File: src/rtl/noc_arb_pkg.sv
// Shared types, default widths and route decode for the NOC switch-stage arbiter.
// Flit width defaults to `ADDR_WIDTH + `DATA_WIDTH; both macros get fallbacks here.
`ifndef ADDR_WIDTH
`define ADDR_WIDTH 8
`endif
`ifndef DATA_WIDTH
`define DATA_WIDTH 24
`endif

package noc_arb_pkg;

  localparam int NOC_FLIT_W     = `ADDR_WIDTH + `DATA_WIDTH;
  localparam int NOC_RADIX_OUT  = 2;
  localparam int NOC_SEL_W      = (NOC_RADIX_OUT > 1) ? $clog2(NOC_RADIX_OUT) : 1;
  localparam int NOC_DEST_MSB   = NOC_FLIT_W - 4;
  localparam int NOC_DOWN_DEPTH = 4;
  localparam int NOC_CREDIT_W   = $clog2(NOC_DOWN_DEPTH + 1);

  typedef logic [NOC_FLIT_W-1:0]   flit_t;
  typedef logic [NOC_SEL_W-1:0]    sel_t;
  typedef logic [NOC_CREDIT_W-1:0] credit_t;

  // Route field of a flit for a given stage, using the default geometry.
  function automatic sel_t route_of(input flit_t flit, input int unsigned stage);
    flit_t shifted;
    shifted = flit >> (NOC_DEST_MSB - int'(stage) * NOC_SEL_W - NOC_SEL_W + 1);
    return shifted[NOC_SEL_W-1:0];
  endfunction

endpackage

File: src/rtl/noc_arb_credit_chk.sv
// Simulation check: a credit return must never arrive on a full credit counter.
module noc_arb_credit_chk #(
  parameter int R = 2
) (
  input logic         clk,
  input logic         rst,
  input logic [R-1:0] credit_ret,
  input logic [R-1:0] credit_full
);

  // Flag returns that the counter has to drop because it is saturated.
  always @(posedge clk) begin
    for (int o = 0; o < R; o++) begin
      assert (rst || !(credit_ret[o] && credit_full[o]))
        else $error("noc_switch_arbiter: credit return on full counter, output %0d", o);
    end
  end

endmodule

File: src/rtl/noc_rr_arb.sv
// Round-robin arbiter over N requesters with its own pointer register.
// The pointer moves just past the winner whenever a grant is committed.
module noc_rr_arb
  import noc_arb_pkg::*;
#(
  parameter int N = 2
) (
  input  logic         clk,
  input  logic         rst,
  input  logic [N-1:0] req,
  input  logic         en,
  input  logic         update,
  output logic [N-1:0] grant
);

  localparam int PTR_W = (N > 1) ? $clog2(N) : 1;

  logic [PTR_W-1:0] ptr_r;
  logic [PTR_W-1:0] next_ptr_s;
  logic             found_s;

  // First requester at or after ptr_r (wrapping) wins while enabled.
  always_comb begin
    int  idx;
    logic hit;
    grant      = '0;
    next_ptr_s = ptr_r;
    found_s    = 1'b0;
    idx        = 0;
    hit        = 1'b0;
    for (int k = 0; k < N; k++) begin
      idx        = (int'(ptr_r) + k >= N) ? int'(ptr_r) + k - N : int'(ptr_r) + k;
      hit        = en && !found_s && req[idx];
      grant[idx] = hit;
      next_ptr_s = hit ? ((idx == N - 1) ? '0 : PTR_W'(idx + 1)) : next_ptr_s;
      found_s    = found_s | hit;
    end
  end

  // Pointer register; holds when nothing is granted.
  always_ff @(posedge clk) begin
    if (rst) begin
      ptr_r <= '0;
    end else if (update && found_s) begin
      ptr_r <= next_ptr_s;
    end else begin
      ptr_r <= ptr_r;
    end
  end

endmodule

File: src/rtl/noc_switch_arbiter.sv
// Output-port arbiter and credit flow control for one NOC switch stage.
// Optional statistics counters are enabled with `define NOC_ARB_STATS_EN.
module noc_switch_arbiter
  import noc_arb_pkg::*;
#(
  parameter int RADIX_IN   = 2,
  parameter int RADIX_OUT  = 2,
  parameter int FLIT_W     = NOC_FLIT_W,
  parameter int STAGE      = 0,
  parameter int DEST_MSB   = FLIT_W - 4,
  parameter int DOWN_DEPTH = 4
) (
  input  logic                               clk,
  input  logic                               rst,
  input  logic [RADIX_IN-1:0]                in_empty,
  input  logic [RADIX_IN-1:0][FLIT_W-1:0]    in_data,
  output logic [RADIX_IN-1:0]                in_deq,
  output logic [RADIX_OUT-1:0]               out_enq,
  output logic [RADIX_OUT-1:0][FLIT_W-1:0]   out_data,
  input  logic [RADIX_OUT-1:0]               out_credit_ret
`ifdef NOC_ARB_STATS_EN
  ,
  output logic [RADIX_OUT-1:0][31:0]         stat_grant_cnt,
  output logic [RADIX_OUT-1:0][31:0]         stat_stall_cnt
`endif
);

  localparam int SEL_W    = (RADIX_OUT > 1) ? $clog2(RADIX_OUT) : 1;
  localparam int ROUTE_HI = DEST_MSB - STAGE * SEL_W;
  localparam int CREDIT_W = $clog2(DOWN_DEPTH + 1);

  logic [RADIX_OUT-1:0][RADIX_IN-1:0] req_s;
  logic [RADIX_OUT-1:0][RADIX_IN-1:0] grant_s;
  logic [RADIX_OUT-1:0]               grant_any_s;
  logic [RADIX_OUT-1:0]               arb_en_s;
  logic [RADIX_OUT-1:0]               credit_full_s;
  logic [RADIX_OUT-1:0][FLIT_W-1:0]   win_data_s;
  logic [RADIX_OUT-1:0][CREDIT_W-1:0] credit_r;

  // Decode each head flit's route field into a request for one output.
  always_comb begin
    req_s = '0;
    for (int i = 0; i < RADIX_IN; i++) begin
      for (int o = 0; o < RADIX_OUT; o++) begin
        req_s[o][i] = !in_empty[i] && (in_data[i][ROUTE_HI -: SEL_W] == SEL_W'(o));
      end
    end
  end

  // Eligibility uses only the registered credit, never the same-cycle return.
  always_comb begin
    for (int o = 0; o < RADIX_OUT; o++) begin
      arb_en_s[o]      = !rst && (credit_r[o] != '0);
      credit_full_s[o] = (credit_r[o] == CREDIT_W'(DOWN_DEPTH));
    end
  end

  for (genvar o = 0; o < RADIX_OUT; o++) begin : g_arb
    noc_rr_arb #(
      .N(RADIX_IN)
    ) u_rr_arb (
      .clk   (clk),
      .rst   (rst),
      .req   (req_s[o]),
      .en    (arb_en_s[o]),
      .update(1'b1),
      .grant (grant_s[o])
    );
  end

  // Collapse per-output grants into dequeues and select the winning flit.
  always_comb begin
    in_deq      = '0;
    win_data_s  = '0;
    grant_any_s = '0;
    for (int o = 0; o < RADIX_OUT; o++) begin
      grant_any_s[o] = |grant_s[o];
      for (int i = 0; i < RADIX_IN; i++) begin
        in_deq[i]     = in_deq[i] | grant_s[o][i];
        win_data_s[o] = win_data_s[o] | (in_data[i] & {FLIT_W{grant_s[o][i]}});
      end
    end
  end

  // Registered output stage; data holds between grants.
  always_ff @(posedge clk) begin
    if (rst) begin
      out_enq  <= '0;
      out_data <= '0;
    end else begin
      for (int o = 0; o < RADIX_OUT; o++) begin
        out_enq[o] <= grant_any_s[o];
        if (grant_any_s[o]) begin
          out_data[o] <= win_data_s[o];
        end else begin
          out_data[o] <= out_data[o];
        end
      end
    end
  end

  // Credits are taken at grant time, covering the flit still in the output register.
  always_ff @(posedge clk) begin
    if (rst) begin
      for (int o = 0; o < RADIX_OUT; o++) begin
        credit_r[o] <= CREDIT_W'(DOWN_DEPTH);
      end
    end else begin
      for (int o = 0; o < RADIX_OUT; o++) begin
        case ({grant_any_s[o], out_credit_ret[o]})
          2'b10:   credit_r[o] <= credit_r[o] - CREDIT_W'(1);
          2'b01:   credit_r[o] <= credit_full_s[o] ? credit_r[o] : credit_r[o] + CREDIT_W'(1);
          default: credit_r[o] <= credit_r[o];
        endcase
      end
    end
  end

  noc_arb_credit_chk #(
    .R(RADIX_OUT)
  ) u_credit_chk (
    .clk        (clk),
    .rst        (rst),
    .credit_ret (out_credit_ret),
    .credit_full(credit_full_s)
  );

`ifdef NOC_ARB_STATS_EN
  logic [RADIX_OUT-1:0] stall_s;

  // A stall is a cycle with pending requests but no credit.
  always_comb begin
    for (int o = 0; o < RADIX_OUT; o++) begin
      stall_s[o] = (|req_s[o]) && (credit_r[o] == '0);
    end
  end

  // Saturating grant and stall counters.
  always_ff @(posedge clk) begin
    if (rst) begin
      stat_grant_cnt <= '0;
      stat_stall_cnt <= '0;
    end else begin
      for (int o = 0; o < RADIX_OUT; o++) begin
        if (grant_any_s[o] && (stat_grant_cnt[o] != 32'hFFFF_FFFF)) begin
          stat_grant_cnt[o] <= stat_grant_cnt[o] + 32'd1;
        end else begin
          stat_grant_cnt[o] <= stat_grant_cnt[o];
        end
        if (stall_s[o] && (stat_stall_cnt[o] != 32'hFFFF_FFFF)) begin
          stat_stall_cnt[o] <= stat_stall_cnt[o] + 32'd1;
        end else begin
          stat_stall_cnt[o] <= stat_stall_cnt[o];
        end
      end
    end
  end
`endif

endmodule
File: config.mk
export PLATFORM = sky130hd
export DESIGN_NAME = noc_switch_arbiter
export DESIGN_NICKNAME = d
export VERILOG_FILES = /design/src/rtl/noc_arb_pkg.sv /design/src/rtl/noc_arb_credit_chk.sv /design/src/rtl/noc_rr_arb.sv /design/src/rtl/noc_switch_arbiter.sv
export SDC_FILE = /design/constraint.sdc
export NUM_CORES = 1
export LEC_CHECK = 0
export CAP_MARGIN = 15
export CORE_UTILIZATION = 40
export CTS_CLUSTER_SIZE = 28
export DETAILED_ROUTE_END_ITERATION = 10
export PLACE_DENSITY = 0.76
export REMOVE_ABC_BUFFERS = 1
export SETUP_SLACK_MARGIN = 0.4
export SYNTH_ARGS = -nofsm -noshare
export SYNTH_HDL_FRONTEND = slang
export SYNTH_SLANG_ARGS = --single-unit
File: constraint.sdc
create_clock -name clk -period 2.36 [get_ports clk]
set_input_delay 0.472 -clock clk [delete_from_list [all_inputs] [get_ports clk]]
set_output_delay 0.472 -clock clk [all_outputs]
set_load 0.01 [all_outputs]
# Word-level counts from Yosys, hierarchy flattened
# Cells that the tools add are included.
# W data, S select, Z words.
# classes
add_sub_neg,14
order_cmp,12
eq_ne,12
muxes,38
bitwise,14
n_reduce_logical,33
# ops
op,count
$and A32 B32 Y32,4
$eq A32 B2 Y1 const B,4
$ge A32 B1 Y1 const B,4
$lt A32 B3 Y1 const B,4
$mux W32,4
$ge A32 B3 Y1 const B,2
$or A32 B32 Y32,2
$sub A32 B3 Y32 const B,2
$mux W1,24
$logic_and A1 B1 Y1,16
$pmux W3 S2,2
$reduce_and A2 Y1,4
$reduce_bool A2 Y1,4
$add A3 B1 Y3 const B,2
$eq A3 B3 Y1 const B,2
$mux W3,2
$reduce_bool A3 Y1,2
$sub A1 B2 Y3 const B,2
$sub A3 B1 Y3 const B,2
$logic_not A1 Y1,5
$add A1 B1 Y1 const B,4
$add A1 B1 Y2 const B,2
$and A2 B2 Y2,2
$bwmux W2,2
8 further kinds,20
# word_totals
ff_bits,74
input_bits,70
word_cells,130

# Longest topological paths before layout
# Gate-level depths: netlist (run 1).
# logic_depth
word_depth,14
mapped_depth,10
ltp_nobuf,8

# By module
# A second synthesis (run 1) with hierarchy kept.
# unflattened
hier_cells,365
area_unflattened_um2,3099.2
# modules_own_cells
module,n_inst,cells_per_inst,area_each_um2,seq_area_each_um2
noc_switch_arbiter,1,347,2969.1,1441.4
noc_rr_arb,2,9,65.1,20.0

# Worst setup path after synthesis (run 1)
# OpenSTA, ideal clock, no wires.
# synth_timing
path_kind,input-to-reg
start,input in_empty[1]
end,register credit_r[5] in the netlist's numbering
setup_ns,0.106
arrival_time_ns,2.055
t_required_ns,2.254
setup_slack_ns,0.199
cell_stages,9
cell_sequence,nand2b_1 -> a211o_1 -> buf_2 -> buf_2 -> nand2_1 -> fa_1 -> a2111oi_0 -> o21ai_0 -> o311ai_0
# synth_between
elab_chain_cells,14
elab_cells_between_ends,21
cone_classes,3 x eq/ne; 8 x mux; 1 x bitwise; 9 x reduce/logical
# synth_lines
element,line,rtl
"start, declared",noc_switch_arbiter.sv:15,"input logic [RADIX_IN-1:0] in_empty,"
$logic_not A1 Y1 (*),noc_switch_arbiter.sv:45,req_s[o][i] = !in_empty[i] && (in_data[i][ROUTE_HI -: SEL_W] == SEL_W'(o));
$logic_and A1 B1 Y1 (*),noc_switch_arbiter.sv:45,
$mux W1 (implied by the code) (3 in a row),noc_rr_arb.sv:33,hit = en && !found_s && req[idx];
$logic_and A1 B1 Y1,noc_rr_arb.sv:33,
$logic_not A1 Y1,noc_rr_arb.sv:33,
$logic_and A1 B1 Y1 (2 in a row),noc_rr_arb.sv:33,
$bwmux W2 (*),noc_rr_arb.sv:34,grant[idx] = hit;
$reduce_or A2 Y1 (*),noc_switch_arbiter.sv:77,grant_any_s[o] = |grant_s[o];
$eq A2 B1 Y1 or $eq A2 B2 Y1 (tied branches),noc_switch_arbiter.sv:110,"case ({grant_any_s[o], out_credit_ret[o]})"
$ne A2 B2 Y1 (no line) or $reduce_bool A2 Y1 (tied branches),-,
$reduce_and A2 Y1 (no line),-,
"end signal, assigned by index",noc_switch_arbiter.sv:111,2'b10: credit_r[o] <= credit_r[o] - CREDIT_W'(1);
"end signal, assigned by index",noc_switch_arbiter.sv:112,2'b01: credit_r[o] <= credit_full_s[o] ? credit_r[o] : credit_r[o] + CREDIT_W'(1);
"end signal, assigned by index",noc_switch_arbiter.sv:113,default: credit_r[o] <= credit_r[o];
"end, declared",noc_switch_arbiter.sv:38,logic [RADIX_OUT-1:0][CREDIT_W-1:0] credit_r;
# Every way passes the cells marked *; elsewhere a longest branch is shown, timed or not. The select of a mux whose other input is x is not followed.
# A chain may end at the register's enable or synchronous reset.

# Worst setup path in the final report (run 1)
# layout_timing
start,register credit_r[1] in the netlist's numbering
end,output in_deq[1]
# layout_between
elab_chain_cells,8
elab_cells_between_ends,9
cone_classes,1 x mux; 2 x bitwise; 6 x reduce/logical
# layout_lines
element,line,rtl
"start signal, assigned by index",noc_switch_arbiter.sv:106,credit_r[o] <= CREDIT_W'(DOWN_DEPTH);
"start signal, assigned by index",noc_switch_arbiter.sv:111,
"start signal, assigned by index",noc_switch_arbiter.sv:112,
$reduce_bool A3 Y1 (*),noc_switch_arbiter.sv:53,arb_en_s[o] = !rst && (credit_r[o] != '0);
$logic_and A1 B1 Y1 (*),noc_switch_arbiter.sv:53,
$logic_and A1 B1 Y1,noc_rr_arb.sv:33,
$logic_not A1 Y1,noc_rr_arb.sv:33,
$logic_and A1 B1 Y1 (2 in a row),noc_rr_arb.sv:33,
$bwmux W2 (*),noc_rr_arb.sv:34,
$or A1 B1 Y1 (*),noc_switch_arbiter.sv:79,in_deq[i] = in_deq[i] | grant_s[o][i];
"end, declared",noc_switch_arbiter.sv:17,"output logic [RADIX_IN-1:0] in_deq,"
# Every way passes the cells marked *; elsewhere a longest branch is shown, timed or not.

==> results.toml, run 1 <==
[synth]
synth_enable_flop_cells = 0
yosys-mux-area-fraction = 0.0101
synth-seq-area-share = 0.461
yosysUniqueCellTypes = 44
synth_warnings = 0
avgSynthCellArea_um2 = 9.87
synth-compound-area-share = 0.289
combinational_family_with_the_most_area_after_synthesis = "compound AO/OA/AOI/OAI gates"
mappedNetlistArea_um2 = 3220
synth-xor-area-share = 0.00272
ys_dominant_reg_cell = "sky130_fd_sc_hd__dfxtp_1"
synthArstFlopShare = 0
post_synth_fa_ha_maj_area_fraction = 0.0124
synth-simple-area-share = 0.173
synthCells = 326
postSynthRegisterBits = 74

[worst_setup_path]
r2r_cells = 9
cp_max_fo = 2
critical_path_class = "flop to primary output"
worst_ep_required_time_ns = 1.89
critPathLaunchType = "flop"
endpoint_kind = "primary output"
critPathArrivalTime_ns = 1.66
startpoint = "credit_r[1]"
rr_endpoint = "credit_r[2]"
setup.worst_path.end = "in_deq[1]"
timing.rr.start = "credit_r[1]"
r2r_setup_slack_ns = 0.45

[timing]
fin_crit_share = 0.903
max_clock_freq_mhz = 470
finalCriticalPeriod_ns = 2.13
setup_viol = 0
slew_violations = 0
skew_ns = 0.0105
timing_hold_violations_final = 0
worst_pin_slew_ns = 0.390
slew_headroom = 0.739
grt_setup_unrepaired = "yes"

[clock_network]
clock_sink_count = 74
cts-buffers-inserted = 9
clock_transition_at_the_registers_of_the_reported_paths_ns = 0.08
clkLatencyLatePin_ns = 0.34
ctsHoldBuffers = 0
cts.htree.levels = 3
tritoncts = "built"
cts_root_buffer = "sky130_fd_sc_hd__clkbuf_8"
cts_buffer_depth = 2

[global_routing]
globalRouteOverflowTotal = 0
grt_max_degree = 32
grt_first_pass_wirelength_um = 15300
globalRouteTotalUtil = 0.231
grt_antenna_before_repair = 0
first_global_vias = 3128

[place]
placed_area_um2 = 4780
place_congestion = 0.804
numPlacedInstances = 565
buffer_ports.inserted = 137
place_hpwl_um = 6530

[layout]
area_growth_pct = 61.2
final-seq-area_um2 = 1500
num_antenna_cells = 0
multi_input_comb_area_um2 = 1650
finish.cell_count_without_fillers = 596
post_route_cells_drive_above_1_share = 0.192
layout.filler_cells = 621
nNetsFinal = 561
final_core_utilization = 0.668
finalInstanceArea_um2 = 5190

[power]
relative_contribution_of_sequential_cells_to_total_power = 0.415
clockPowerShare = 0.268
cellPowerDensity_nw_per_um2 = 700
comb_power_share = 0.318
p_int_w = 0.00256
netSwitchingPower_w = 0.00107
power_switching_share = 0.296
total_leakage_power_nw = 1.94
power.ir.vdd_worst_mv = 0.402
p_total_w = 0.00363

[drt]
avgViaCountPerCell = 5.40
detailedRoute.firstIterationViolations = 163
route.antenna.remaining_nets = 0
dr_total_vias = 3216
detail_route.wirelength_um = 9700
first_pass_iters = 4
remaining_drc_errors = 0
routedWlPerCell_um = 16.3

[floorplanning]
placement_rows = 32
dieArea_um2 = 8400
floorplan.die.height_um = 91.7
initial_util = 0.414
io_pins = 138
die_w_um = 91.7
core_um2 = 7770

[hold_path]
hold_path.class = "flop to flop"
timing.hold.worst.start = "out_data[47]"

[job]
cap_viol_max_count = 0

[run_status]
run_status = "finished clean"
## worst min path at each step
stage	to	slack [ns]	cells after the start
floorplan	out_data[32]	0.47	2
finish	out_data[47]	0.46	2
global placement	out_data[47]	0.44	2
global route	out_data[55]	0.47	2
detailed placement	out_data[47]	0.45	2
CTS	out_data[47]	0.46	2
## per-stage QoR
| stage | hold WS, ns | setup slack, ns | TNS (ns) |
|---|---|---|---|
| 2_1_floorplan | 0.470 | -0.0830 | -0.146 |
| 4_1_cts | 0.458 | 0.209 | 0 |
| 3_3_place_gp | 0.437 | -0.390 | -1.29 |
| 6_report | 0.456 | 0.230 | 0 |
| 5_1_grt | 0.467 | 0.172 | 0 |
| 3_5_place_dp | 0.448 | -0.389 | -2.36 |
## power by group through the flow
stage	combinational (W)	clock [W]	sequential, W
after floorplan	0.000387	0	0.00158
after global placement	0.000979	0	0.00152
after detailed placement	0.00101	0	0.00153
after CTS	0.00112	0.00100	0.00150
after global routing	0.00124	0.00106	0.00152
final	0.00115	0.000972	0.00151
## Yosys cell counts (2+ instances only)
cell,number,area (µm²)
sky130_fd_sc_hd__a221o_1,31,310
sky130_fd_sc_hd__nor2b_1,4,25.0
sky130_fd_sc_hd__and2_1,32,200
sky130_fd_sc_hd__buf_2,12,60.1
sky130_fd_sc_hd__a211o_1,2,17.5
sky130_fd_sc_hd__clkbuf_1,5,18.8
sky130_fd_sc_hd__nand3_1,2,10.0
sky130_fd_sc_hd__a31oi_1,3,18.8
sky130_fd_sc_hd__nand2_1,37,139
sky130_fd_sc_hd__nand2b_1,3,18.8
sky130_fd_sc_hd__buf_6,4,45.0
sky130_fd_sc_hd__or2_1,2,12.5
sky130_fd_sc_hd__inv_1,5,18.8
sky130_fd_sc_hd__a21oi_1,32,160
sky130_fd_sc_hd__o211ai_1,2,15.0
sky130_fd_sc_hd__nor4_1,3,18.8
sky130_fd_sc_hd__a22oi_1,31,233
sky130_fd_sc_hd__dfxtp_1,74,1480
sky130_fd_sc_hd__nor2_1,9,33.8
sky130_fd_sc_hd__mux2_1,2,22.5
sky130_fd_sc_hd__nor3_4,2,32.5
sky130_fd_sc_hd__buf_4,3,22.5
sky130_fd_sc_hd__a2111oi_4,3,82.6
sky130_fd_sc_hd__fa_1,2,40.0
sky130_fd_sc_hd__nor3_1,2,10.0
## cells in the final DEF, fill, tap and decap left out, drive strengths merged, types with 6 or more instances in the layout
| cell type | count |
|---|---|
| and2 | 32 |
| clkdlybuf4s50 | 130 |
| clkbuf | 13 |
| buf | 45 |
| dfxtp | 74 |
| nand2 | 37 |
| a21oi | 32 |
| a22oi | 31 |
| a221o | 31 |
| inv | 6 |
| nor2 | 10 |
## flip-flops by register name (all words and copies together), names as in the netlist
name,count
g_arb.u_rr_arb.ptr_r,2
out_enq,2
out_data,64
credit_r,6
## metal layers
layer / GRT usage / wire length (µm) / up-vias
met5: 0 / 0 / -
met4: 0.0701 / 115 / 0
met3: 0.0572 / 779 / 13
met2: 0.393 / 4590 / 133
met1: 0.289 / 4210 / 1528
li1: - / - / 1542
## what timing repair did
action / in CTS / in global routing
pin swaps: 12 / 10
cloned: 0 / 0
setup buffers: 10 / 5
endpoints found under the setup margin: 34 / 7
resized for setup: 47 / 10
## cell families (layout without fill, tap and decap cells)
family                     after synthesis  after routing
AOI/OAI and AO/OA                      114            114
xor gates and xnor gates                 1              1
adders and majority gates                2              2
buffers and inverters                   30            198
DFF                                     74             74
muxes                                    3              3
and+or+nand+nor                        102            102
## final cells by class
class                           count  share of cell area
Inverter                            5             0.00362
Clock inverter                      5              0.0123
Sequential cell                    74               0.289
Tap cell                          102              0.0246
Multi-Input combinational cell    222               0.319
Clock buffer                       11              0.0253
Timing Repair Buffer              177               0.327
## worst max-delay path, cell delays in order, from the launching register on
cell and delay (ns):
sky130_fd_sc_hd__dfxtp_2 0.36, sky130_fd_sc_hd__nor3_4 0.05, sky130_fd_sc_hd__buf_12 0.12, sky130_fd_sc_hd__or4_4 0.43, sky130_fd_sc_hd__nor2_4 0.10, sky130_fd_sc_hd__or2_1 0.13, sky130_fd_sc_hd__buf_2 0.13
Note: power is estimated with default switching activity, not from simulation.
==> run 2, diff against run 1 <==
--- a/config.mk
+++ b/config.mk
@@ -5,11 +5,12 @@
 export SDC_FILE = /design/constraint.sdc
 export NUM_CORES = 1
 export LEC_CHECK = 0
+export ABC_AREA = 1
 export CAP_MARGIN = 15
 export CORE_UTILIZATION = 40
 export CTS_CLUSTER_SIZE = 28
 export DETAILED_ROUTE_END_ITERATION = 10
-export PLACE_DENSITY = 0.76
+export PLACE_DENSITY = 0.74
 export REMOVE_ABC_BUFFERS = 1
 export SETUP_SLACK_MARGIN = 0.4
 export SYNTH_ARGS = -nofsm -noshare
==> run 2 against run 1 <==
Cell count up 35%. Clock-buffer cell count down 1. Register-to-register slack improved by 0.23 ns. Via count up 26%. Routed wire length is 21% higher. Critical path type unchanged. Synthesized area grew 14%. Largest power group unchanged. Combinational power down 25%. Worst setup slack better by 0.20 ns. Die area rose by 13%. Critical path depth unchanged. Clock skew fell by 0.0012 ns.
==> results.toml, run 2 <==
[run_status]
run_status = "finished clean"

[timing]
fin_setup_tns_ns = 0
layout_setup_ws_ns = 0.435
worst_pin_slew_ns = 0.413
skew_ns = 0.00930
slew_headroom = 0.725
grt_setup_unrepaired = "yes"
max_clock_freq_mhz = 519
finalCriticalPeriod_ns = 1.93
setup_viol = 0
fin_crit_share = 0.816
slew_violations = 0
timing_hold_violations_final = 0

[worst_setup_path]
startpoint = "credit_r[1]"
endpoint_kind = "primary output"
critical_path_class = "flop to primary output"
r2r_setup_slack_ns = 0.68
r2r_cells = 11
critical_path.slowest_cell = "sky130_fd_sc_hd__dfxtp_4"
rr_endpoint = "credit_r[2]"
critPathArrivalTime_ns = 1.45
slowest_delay_ns = 0.36
critical_path_buf_inv_count = 1
cp_max_fo = 3
worst_path_cell_chain = "nor2_4 > nand2_2 > nand2_4 > a211oi_4 > or2_4 > buf_6"
critPathLaunchType = "flop"
kind_of_cell_adding_the_most_delay_to_the_critical_path = "simple AND/OR/NAND/NOR gates"
worst_ep_required_time_ns = 1.89
timing.rr.start = "credit_r[0]"

[power]
comb_power_share = 0.263
power_switching_share = 0.305
power.ir.vdd_worst_mv = 0.415
netSwitchingPower_w = 0.00100
p_total_w = 0.00329
total_leakage_power_nw = 2.63
cellPowerDensity_nw_per_um2 = 593
p_int_w = 0.00229
relative_contribution_of_sequential_cells_to_total_power = 0.430
clockPowerShare = 0.307

[synth]
synthArstFlopShare = 0
mappedNetlistArea_um2 = 3650
synth_enable_flop_cells = 0
synth-seq-area-share = 0.405
synth_warnings = 0
post_synth_fa_ha_maj_area_fraction = 0.0110
synth-xor-area-share = 0
synth-simple-area-share = 0.363
ys_dominant_reg_cell = "sky130_fd_sc_hd__dfxtp_1"
combinational_family_with_the_most_area_after_synthesis = "simple AND/OR/NAND/NOR gates"
yosys-mux-area-fraction = 0
avgSynthCellArea_um2 = 6.71
yosysUniqueCellTypes = 27
synth-compound-area-share = 0.111
synth.area.top_cells = "sky130_fd_sc_hd__dfxtp_1, sky130_fd_sc_hd__nand2_1, sky130_fd_sc_hd__nand3_1, sky130_fd_sc_hd__o2111ai_1, sky130_fd_sc_hd__inv_1"
yosys.area.top_type = "sky130_fd_sc_hd__dfxtp_1"
postSynthRegisterBits = 74
fraction_of_post_synthesis_cell_area_in_the_top_cell_type_by_area = 0.405
synthCells = 545
synth_top_cells_by_count = "sky130_fd_sc_hd__nand2_1, sky130_fd_sc_hd__dfxtp_1, sky130_fd_sc_hd__inv_1"
synth.most_common_cell = "sky130_fd_sc_hd__nand2_1"

[layout]
post_route_cells_drive_above_1_share = 0.118
regMostFlops = "out_data"
area_growth_pct = 52.0
num_antenna_cells = 0
nNetsFinal = 762
layout.filler_cells = 779
mostFrequentLayoutCells = "sky130_fd_sc_hd__nand2_1, sky130_fd_sc_hd__clkdlybuf4s50_1, sky130_fd_sc_hd__dfxtp_1, sky130_fd_sc_hd__inv_1, sky130_fd_sc_hd__nand3_1"
top_regs = "out_data (64), credit_r (6)"
finish.cell_count_without_fillers = 803
final_common_cell = "sky130_fd_sc_hd__nand2_1"
largest_register_ff_count = 64

[hold_path]
hold_path.class = "flop to flop"
timing.hold.worst.start = "out_data[28]"
holdPathEnd = "out_data[28]"
min_delay_path_depth = 2

[clock_network]
cts-buffers-inserted = 9
cts_buffer_depth = 2
clkLatencyLatePin_ns = 0.34
clock_transition_at_the_registers_of_the_reported_paths_ns = 0.07
ctsHoldBuffers = 0
cts_root_buffer = "sky130_fd_sc_hd__clkbuf_8"
clock_sink_count = 74
tritoncts = "built"
cts.htree.levels = 3

[floorplanning]
dieArea_um2 = 9520
placement_rows = 34
initial_util = 0.417
io_pins = 138
core_um2 = 8760
die_w_um = 97.6
floorplan.die.height_um = 97.6

[drt]
remaining_drc_errors = 0
routedWlPerCell_um = 14.6
dr_total_vias = 4059
detailedRoute.firstIterationViolations = 141
avgViaCountPerCell = 5.05
first_pass_iters = 4
route.antenna.remaining_nets = 0
detail_route.wirelength_um = 11700

[place]
numPlacedInstances = 782
place_congestion = 0.860
dpl_ws_ns = -0.298
buffer_ports.inserted = 137
place_hpwl_um = 7920

[global_routing]
grt_first_pass_wirelength_um = 19600
grt_antenna_before_repair = 0
first_global_vias = 4192
grt_max_degree = 43
globalRouteTotalUtil = 0.254
globalRouteOverflowTotal = 0

[job]
cap_viol_max_count = 0
## run 2: worst min-delay path, stage by stage (launching register included)
cell                      delay [ns]
sky130_fd_sc_hd__dfxtp_1        0.32
sky130_fd_sc_hd__nand2_1        0.06
sky130_fd_sc_hd__nor2_1         0.03
## run 2: per-stage QoR
stage	util	instance area (µm²)	hold WS [ns]
after floorplan	-	3500	0.444
after detailed placement	0.596	5220	0.436
after global placement	0.596	5220	0.439
final	0.634	5560	0.452
after global routing	0.634	5560	0.473
after CTS	0.626	5490	0.449
## run 2: logic make-up (layout without fill, tap and decap cells)
logic type               Yosys count  count (layout)
AND/OR/NAND/NOR                  317             317
AO/OA/AOI/OAI                     52              52
buffers and inverters            100             250
flip-flops                        74              74
adder cells (fa/ha/maj)            2               2
## run 2: what timing repair did
action                                  4_1_cts  5_1_grt
endpoints found under the setup margin       17        5
pin swaps                                     4        7
buffers inserted                              3        2
gates cloned                                  0        0
gates resized for setup                      34       20
## run 2: how the worst max path moves through the flow
stage	endpoint	slack, ns	depth (start not counted)
2_1_floorplan	in_deq[1]	-0.24	4
3_3_place_gp	in_deq[0]	-0.26	6
3_5_place_dp	in_deq[0]	-0.30	6
4_1_cts	in_deq[0]	0.38	7
5_1_grt	in_deq[0]	0.38	6
6_report	in_deq[0]	0.43	6
## run 2: metal layers
| layer | routed length [µm] | vias to the layer above | global-route usage |
|---|---|---|---|
| met3 | 1050 | 13 | 0.0942 |
| met1 | 4890 | 1853 | 0.278 |
| met4 | 148 | 0 | 0.0973 |
| li1 | - | 2036 | - |
| met5 | 0 | - | 0 |
| met2 | 5610 | 157 | 0.443 |
## run 2: power groups by stage
stage               logic (W)  clock network (W)  registers [W]
floorplan            0.000340                  0        0.00146
global placement     0.000798                  0        0.00143
detailed placement   0.000823                  0        0.00143
CTS                  0.000843            0.00103        0.00141
global route         0.000956            0.00108        0.00143
finish               0.000865            0.00101        0.00142
## run 2: layout make-up
type	count	area (µm²)	area share
multi-input cells	371	1840	0.332
repair buffers	168	1630	0.293
flip-flops and latches	74	1500	0.270
inverters	66	248	0.0446
clock buffers	10	138	0.0248
well taps	108	135	0.0243
clock inverters	6	66.3	0.0119
==> run 3, diff against run 2 <==
--- a/config.mk
+++ b/config.mk
@@ -10,7 +10,7 @@
 export CORE_UTILIZATION = 40
 export CTS_CLUSTER_SIZE = 28
 export DETAILED_ROUTE_END_ITERATION = 10
-export PLACE_DENSITY = 0.74
+export PLACE_DENSITY = 0.77
 export REMOVE_ABC_BUFFERS = 1
 export SETUP_SLACK_MARGIN = 0.4
 export SYNTH_ARGS = -nofsm -noshare
==> constraint.sdc (replaced) <==
create_clock -name clk -period 1.77 [get_ports clk]
set_input_delay 0.354 -clock clk [delete_from_list [all_inputs] [get_ports clk]]
set_output_delay 0.354 -clock clk [all_outputs]
set_load 0.01 [all_outputs]
==> run 3 against run 2 <==
The flow now finishes with violations (negative setup slack). Highest routed layer unchanged. First-iteration DRC count rose by 31%. Critical endpoint is now in_deq[1]. Largest cell class unchanged. Via count rose by 11%. Global-route usage rose by 2.6 points. Non-clock buffer count rose by 35.
==> results.toml, run 3 (synthesis gave the netlist of run 2 again) <==
[power]
p_int_w = 0.00366
clockPowerShare = 0.315
power_switching_share = 0.304
netSwitchingPower_w = 0.00160
total_leakage_power_nw = 3.48
power.ir.vdd_worst_mv = 0.526
comb_power_share = 0.324
cellPowerDensity_nw_per_um2 = 781
relative_contribution_of_sequential_cells_to_total_power = 0.361

[place]
place_hpwl_um = 7870
buffer_ports.inserted = 137
place_congestion = 0.937
numPlacedInstances = 793

[global_routing]
globalRouteOverflowTotal = 0
grt_antenna_before_repair = 0
grt_first_pass_wirelength_um = 21100
grt_max_degree = 42
globalRouteTotalUtil = 0.280
first_global_vias = 4246

[clock_network]
clkLatencyLatePin_ns = 0.35
cts_root_buffer = "sky130_fd_sc_hd__clkbuf_8"
clock_transition_at_the_registers_of_the_reported_paths_ns = 0.08
tritoncts = "built"
cts.htree.levels = 3
cts_buffer_depth = 2
cts-buffers-inserted = 9
clock_sink_count = 74

[floorplanning]
die_w_um = 97.6
dieArea_um2 = 9520
io_pins = 138
placement_rows = 34
floorplan.die.height_um = 97.6
core_um2 = 8760
initial_util = 0.417

[timing]
fin_worst_hold_slack_ns = 0.362
layout_setup_ws_ns = -0.0171
fin_crit_share = 1.01
setup_viol = 1
timing_hold_violations_final = 0
finalCriticalPeriod_ns = 1.79
worst_pin_slew_ns = 0.478
slew_violations = 0
skew_ns = 0.0128
slew_headroom = 0.682
max_clock_freq_mhz = 560
grt_setup_unrepaired = "yes"

[layout]
final_core_utilization = 0.770
post_route_cells_drive_above_1_share = 0.322
regMostFlops = "out_data"
num_antenna_cells = 0
area_growth_pct = 84.6
top_regs = "out_data (64), credit_r (6)"
mostFrequentLayoutCells = "sky130_fd_sc_hd__nand2_1, sky130_fd_sc_hd__clkdlybuf4s50_1, sky130_fd_sc_hd__inv_1, sky130_fd_sc_hd__dfxtp_1, sky130_fd_sc_hd__dlygate4sd2_1"
finish.cell_count_without_fillers = 838
final_common_cell = "sky130_fd_sc_hd__nand2_1"
nNetsFinal = 797
largest_register_ff_count = 64

[worst_setup_path]
critPathArrivalTime_ns = 1.43
r2r_setup_slack_ns = 0.01
startpoint = "credit_r[0]"
worst_ep_required_time_ns = 1.42
critical_path_class = "flop to primary output"
r2r_cells = 11
endpoint_kind = "primary output"
rr_endpoint = "credit_r[5]"
setup.worst_path.end = "in_deq[1]"
critPathLaunchType = "flop"
cp_max_fo = 4
timing.rr.start = "credit_r[3]"

[hold_path]
hold_path.class = "primary input to flop"

[run_status]
run_status = "finished with violations"
violations_in_the_final_reports = "negative setup slack"

[drt]
detailedRoute.firstIterationViolations = 185
detail_route.wirelength_um = 14900
avgViaCountPerCell = 5.39
remaining_drc_errors = 0
route.antenna.remaining_nets = 0
dr_total_vias = 4518
routedWlPerCell_um = 17.8
first_pass_iters = 4

[job]
cap_viol_max_count = 0
-- run 3: layer usage --
metal	global-route usage	part of all wire	vias to the layer above
met2	0.493	0.51	217
met4	0.120	0.034	0
met1	0.308	0.37	2137
li1	-	-	2120
met3	0.0856	0.080	44
met5	0	0	-
-- run 3: stage by stage --
stage | setup TNS [ns] | total power, W | worst slack [ns] | instance area [µm²]
after global placement | -18.17 | 0.00304 | -0.619 | 5320
after floorplan | -21.20 | 0.00240 | -0.607 | 3500
after detailed placement | -21.79 | 0.00307 | -0.640 | 5320
after global routing | -0.208 | 0.00549 | -0.0670 | 6750
final | -0.0171 | 0.00527 | -0.0171 | 6750
after CTS | -0.000602 | 0.00498 | -0.000602 | 6050
-- run 3: worst max-delay path, cell delays in order, from the launching register on --
cell and delay, ns:
sky130_fd_sc_hd__dfxtp_2 0.34, sky130_fd_sc_hd__nor2_4 0.14, sky130_fd_sc_hd__nand2_4 0.08, sky130_fd_sc_hd__nand2_4 0.09, sky130_fd_sc_hd__a211oi_4 0.05, sky130_fd_sc_hd__or2_4 0.25
sky130_fd_sc_hd__buf_6 0.13
-- run 3: final cells by class --
| class | instances | area [µm²] |
|---|---|---|
| Clock buffer | 12 | 155 |
| Inverter | 66 | 273 |
| Sequential cell | 74 | 1510 |
| Multi-Input combinational cell | 371 | 2440 |
| Timing Repair Buffer | 203 | 2130 |
| Tap cell | 108 | 135 |
| Clock inverter | 4 | 97.6 |
| Fill cell | 611 | 2020 |
-- run 3: power groups by stage --
stage | sequential [W] | combinational, W | clock (W)
floorplan | 0.00195 | 0.000453 | 0
global placement | 0.00189 | 0.00115 | 0
detailed placement | 0.00189 | 0.00118 | 0
CTS | 0.00187 | 0.00142 | 0.00169
global route | 0.00192 | 0.00181 | 0.00177
finish | 0.00190 | 0.00170 | 0.00166
-- run 3: what timing repair did --
action	CTS	global route
resized for setup	164	176
buffers inserted	12	8
gates cloned	7	2
endpoints found under the setup margin	141	88
hold buffers	0	0
pin swaps	41	63
-- run 3: worst min-delay path by stage --
stage	startpoint	endpoint	cells after the start
after global routing	in_empty[1]	g_arb[0].u_rr_arb.ptr_r	3
final	in_empty[1]	g_arb[0].u_rr_arb.ptr_r	3
after floorplan	rst	g_arb[1].u_rr_arb.ptr_r	1
after global placement	out_data[28]	out_data[28]	2
after CTS	out_data[28]	out_data[28]	2
after detailed placement	out_data[28]	out_data[28]	2
==> RTL edit 1 (flow settings as in run 3) <==
Set the macro `DATA_WIDTH` to 16 (it was 24).
--- a/src/rtl/noc_arb_pkg.sv
+++ b/src/rtl/noc_arb_pkg.sv
@@ -4,7 +4,7 @@
 `define ADDR_WIDTH 8
 `endif
 `ifndef DATA_WIDTH
-`define DATA_WIDTH 24
+`define DATA_WIDTH 16
 `endif
 
 package noc_arb_pkg;
Interface: changed (resized in_data and out_data); port bits go from 138 to 106. The function was not compared with the original's and may differ.
==> RTL edit 1 against run 3 <==
Power decreased by 20%; final cell count is 20% lower; routed wire length down 35%; largest power group is now the clock network; synthesized area shrank 22%; clock power fell by 6%; critical path type is now reg -> reg; cell area decreased by 25%; first-iteration DRC count decreased by 41%; sequential cell count decreased by 16; clock skew shrank 0.0033 ns; setup slack better by 0.066 ns; synthesized cell count is 23% lower; sequential share of layout area is 0.96 points higher.
==> RTL edit 1: results (changes against run 3) <==
CTS
  • Root Buffer Master: sky130_fd_sc_hd__clkbuf_8 (unchanged)
  • Clock transition at the registers of the reported paths: 0.07 ns
  • Number of buffers created by CTS: 9 (unchanged)
  • Clock Latency Late Sink: 0.35 ns (about the same)
  • Buffer depth of the longest clock path: 2 (unchanged)
  • H-tree depth: 3 (unchanged)

Synthesis
  • Synth Warn #: 0 (unchanged)
  • Sequential cell area fraction in the yosys report: 40.5% (about the same)
  • Ys flop type: sky130_fd_sc_hd__dfxtp_1 (unchanged)
  • Fraction of registers with async set/reset: 0% (unchanged)
  • Cell types with the highest counts after synthesis: 163 x sky130_fd_sc_hd__nand2_1, 58 x sky130_fd_sc_hd__dfxtp_1, 52 x sky130_fd_sc_hd__inv_1 (was 231 x sky130_fd_sc_hd__nand2_1, 74 x sky130_fd_sc_hd__dfxtp_1, 62 x sky130_fd_sc_hd__inv_1)
  • Cell types with the largest area share after synthesis: sky130_fd_sc_hd__dfxtp_1 41%, sky130_fd_sc_hd__nand2_1 21%, sky130_fd_sc_hd__inv_1 6.8% (was sky130_fd_sc_hd__dfxtp_1 41%, sky130_fd_sc_hd__nand2_1 24%, sky130_fd_sc_hd__nand3_1 8.1%)
  • Count of cell types in the netlist: 30 (was 27)

GRT
  • Number of global-route vias before repair: 3,058 (was 4,246)
  • Met1 track utilization from global routing: 27.9% (was 30.8%)
  • Global router's overall resource usage: 24.2% (was 28.0%)
  • Maximum number of pins on one net before global-route repair: 29 (was 42)
  • Grt met2 use: 42.7% (was 49.3%)
  • M3 GR Usage: 6.10% (was 8.56%)
  • Initial antenna violation count: 0 (unchanged)
  • Global-route wire length before repair: 13,900 um (was 21,100 um)

Drt
  • Via count normalized by instance count: 4.89 (was 5.39)
  • Detailed Routing Iterations Pass 1: 5 (was 4)
  • Routed len/inst: 14.4 um (was 17.8 um)
  • Violation count after the first detailed-route iteration: 110 (was 185)

Timing
  • Slew at the pin closest to its max-slew limit: 0.320 ns (was 0.478 ns)
  • Worst clock skew: 0.00953 ns (was 0.0128 ns)

Critical path
  • Library cell contributing the largest single delay on the critical path: sky130_fd_sc_hd__fa_2 (was sky130_fd_sc_hd__dfxtp_2)
  • Maximum cell stage delay along the critical path: 0.40 ns (was 0.34 ns)
  • Crit path max fanout: 3 (was 4)
  • Worst endpoint data arrival time: 1.94 ns (was 1.43 ns)
  • Family with the most delay on the worst path: simple AND/OR/NAND/NOR gates (unchanged)

Placement
  • Post-DP HPWL: 5920 um (was 7870 um)
  • Port Buffer Count: 105 (was 137)
  • Routability congestion estimate from global placement: 0.835 (was 0.937)

Power
  • IR Drop Worst-Case VDD: 0.000699 V (was 0.000526 V)
  • Leakage power: 0.00257 uW (was 0.00348 uW)

Min path
  • Path class of the lowest-slack min-delay path: reg -> reg (was in -> reg)

Finish
  • Layout cell share with drive strength beyond 1: 30.3% (was 32.2%)
  • Filler Cells Inserted: 533 (was 611)
  • Antenna cell count: 0 (unchanged)
  • Largest registers ranked by flip-flop count: out_data (48), credit_r (6) (was out_data (64), credit_r (6))
  • Final nets: 625 (was 797)

Status
  • Result of the run: finished, final reports clean (was finished with violations)
## RTL edit 1: worst paths after layout
path | from | slack [ns] | cells past startpoint | end
setup / recovery | credit_r[4] | 0.05 | 13 | credit_r[5]
hold / removal | out_data[20] | 0.46 | 2 | out_data[20]
hold reg to reg | out_data[20] | 0.46 | 2 | out_data[20]
setup reg to reg | credit_r[4] | 0.05 | 13 | credit_r[5]
## RTL edit 1: layout make-up
type	count	area share, %
multi-input cells	279	32.8
repair buffers	159	31.3
flip-flops and latches	58	23.3
inverters	62	5.12
clock buffers	11	3.01
well taps	96	2.38
clock inverters	5	1.99
## RTL edit 1: stage by stage
stage / setup slack [ns] / cells / area (um^2) / util (%) / power, uW
3_3_place_gp: -0.417 / 632 / 4220 / 61.5 / 2360
6_report: 0.0486 / 670 / 5040 / 73.3 / 4190
3_5_place_dp: -0.464 / 632 / 4220 / 61.5 / 2390
5_1_grt: -0.100 / 670 / 5040 / 73.3 / 4350
2_1_floorplan: 0.0865 / 399 / 2740 / - / 1900
4_1_cts: 0.128 / 660 / 4680 / 68.1 / 4000
## RTL edit 1: routing by layer
metal  wire (um)  vias up
li1            -     1589
met1        3940     1520
met2        4860      143
met3         642       22
met4         208        0
met5           0        -
## RTL edit 1: cells by family (layout without fill, tap and decap cells)
family,count (synthesis),count (layout),share of synthesized area [%]
AND/OR/NAND/NOR,225,225,33.9
buffers and inverters,80,237,12.6
flip-flops,58,58,40.5
AO/OA/AOI/OAI,52,52,11.5
adder cells (fa/ha/maj),2,2,1.40
## RTL edit 1: power breakdown
part	switching, uW	total, uW	internal, uW	leakage [uW]
clock network	553	1560	1010	0.000129
logic	577	1140	564	0.00196
registers	69.6	1490	1420	0.000476
total	1200	4190	2990	0.00257
## RTL edit 1: what timing repair did
item / in CTS / in global routing
cloned: 3 / 1
resized for setup: 114 / 80
endpoints found under the setup margin: 107 / 55
buffers inserted: 9 / 9
pin swaps: 22 / 35
## RTL edit 1: tightest hold or removal path: stages, from the launching register on
cell and delay, ns:
sky130_fd_sc_hd__dfxtp_1 0.31, sky130_fd_sc_hd__nand2_1 0.07, sky130_fd_sc_hd__nor2_1 0.05
==> RTL edit 2 (flow settings as in run 3) <==
Made on the original files. The option `NOC_ARB_STATS_EN` is turned on by a define.
--- a/src/rtl/noc_switch_arbiter.sv
+++ b/src/rtl/noc_switch_arbiter.sv
@@ -1,5 +1,7 @@
 // Output-port arbiter and credit flow control for one NOC switch stage.
 // Optional statistics counters are enabled with `define NOC_ARB_STATS_EN.
+`define NOC_ARB_STATS_EN
+
 module noc_switch_arbiter
   import noc_arb_pkg::*;
 #(
Function (old outputs only; new: stat_grant_cnt and stat_stall_cnt): kept (Yosys induction, for registers that start in step).
==> RTL edit 2 against run 3 <==
The run still ends with negative setup slack left; register-to-register slack worse by 0.16 ns; synthesized area rose to 3.3 times the old value; die area rose to 3.2 times the old value; cell area rose to 3.4 times the old value; critical endpoint is now stat_grant_cnt[19]; routed wire length rose to 4.0 times the old value; sequential power rose to 2.5 times the old value; power up 140%; highest routed layer unchanged; setup slack worse by 0.14 ns; sequential cell count up 128.
==> RTL edit 2: results (changes against run 3) <==
Critical path
  • Endpoint type of the worst setup path: flop (was primary output)
  • Family with the most delay on the worst path: buffers and inverters (was simple AND/OR/NAND/NOR gates)

Synthesis
  • Count of cell types in the netlist: 34 (was 27)
  • Cell types with the largest area share after synthesis: sky130_fd_sc_hd__dfxtp_1 34%, sky130_fd_sc_hd__nand2_1 25%, sky130_fd_sc_hd__nor2_1 7.6% (was sky130_fd_sc_hd__dfxtp_1 41%, sky130_fd_sc_hd__nand2_1 24%, sky130_fd_sc_hd__nand3_1 8.1%)
  • Sequential cell area fraction in the yosys report: 33.5% (was 40.5%)
  • Synth Area per Inst: 6.19 um^2 (was 6.71 um^2)

CTS
  • Resized cells post-CTS: 1,717 (was 164)
  • Root Buffer Master: sky130_fd_sc_hd__clkbuf_16 (was sky130_fd_sc_hd__clkbuf_8)

Timing
  • Post-route worst setup slack: -0.154 ns (was -0.0171 ns)
  • Total negative slack: -3.20 ns (was -0.0171 ns)
  • Worst clock skew: 0.0113 ns (was 0.0128 ns)
  • Endpoints failing setup: 36 (was 1)

GRT
  • Global-route wire length before repair: 85,900 um (was 21,100 um)
  • Number of global-route vias before repair: 16,600 (was 4,246)
  • Grt met2 use: 61.2% (was 49.3%)
  • Maximum number of pins on one net before global-route repair: 95 (was 42)

Power
  • Leakage power: 0.0106 uW (was 0.00348 uW)
  • Power in sequential cells: 4780 uW (was 1900 uW)

Drt
  • Met3 routed wirelength: 5310 um (was 1200 um)
  • Routed len/inst: 20.1 um (was 17.8 um)

Placement
  • Pre-CTS setup slack: -0.701 ns (was -0.640 ns)
  • Post-detailed-placement cell area: 0.0163 mm^2 (was 0.00532 mm^2)
  • Port Buffer Count: 265 (was 137)

Min path
  • Number of stages on the worst hold path: 5 (was 3)

Status
  • Violated checks: negative setup slack (unchanged)
  • Result of the run: finished with violations (unchanged)

Finish
  • Final nets: 2,676 (was 797)
  • Largest registers ranked by flip-flop count: out_data (64), stat_grant_cnt (64), stat_stall_cnt (64) (was out_data (64), credit_r (6))
==> RTL edit 2: cell count changes after synthesis, sizes merged, moves of 7 or more <==
cell / delta
xor2: +37
nor2: +252
buf: +21
a31oi: +22
a21oi: +108
nand2: +603
nor3: +7
inv: +109
nand3: +55
dfxtp: +128
nand4: +12
xnor2: +15
o21ai: +18
clkbuf: +18
==> RTL edit 2: layout make-up <==
type                            instances  area, um^2
Antenna cell                            2        5.00
Clock buffer                           37         731
Clock inverter                          3        65.1
Fill cell                            1849        6950
Inverter                              175         742
Multi-Input combinational cell       1500        9180
Sequential cell                       202        4310
Tap cell                              390         488
Timing Repair Buffer                  691        7060
Timing Repair inverter                  6         109
==> RTL edit 2: tightest hold or removal path, delay by kind of cell <==
family | cells | cell delay [ns]
buf+inv | 4 | 0.44
simple gates | 1 | 0.06
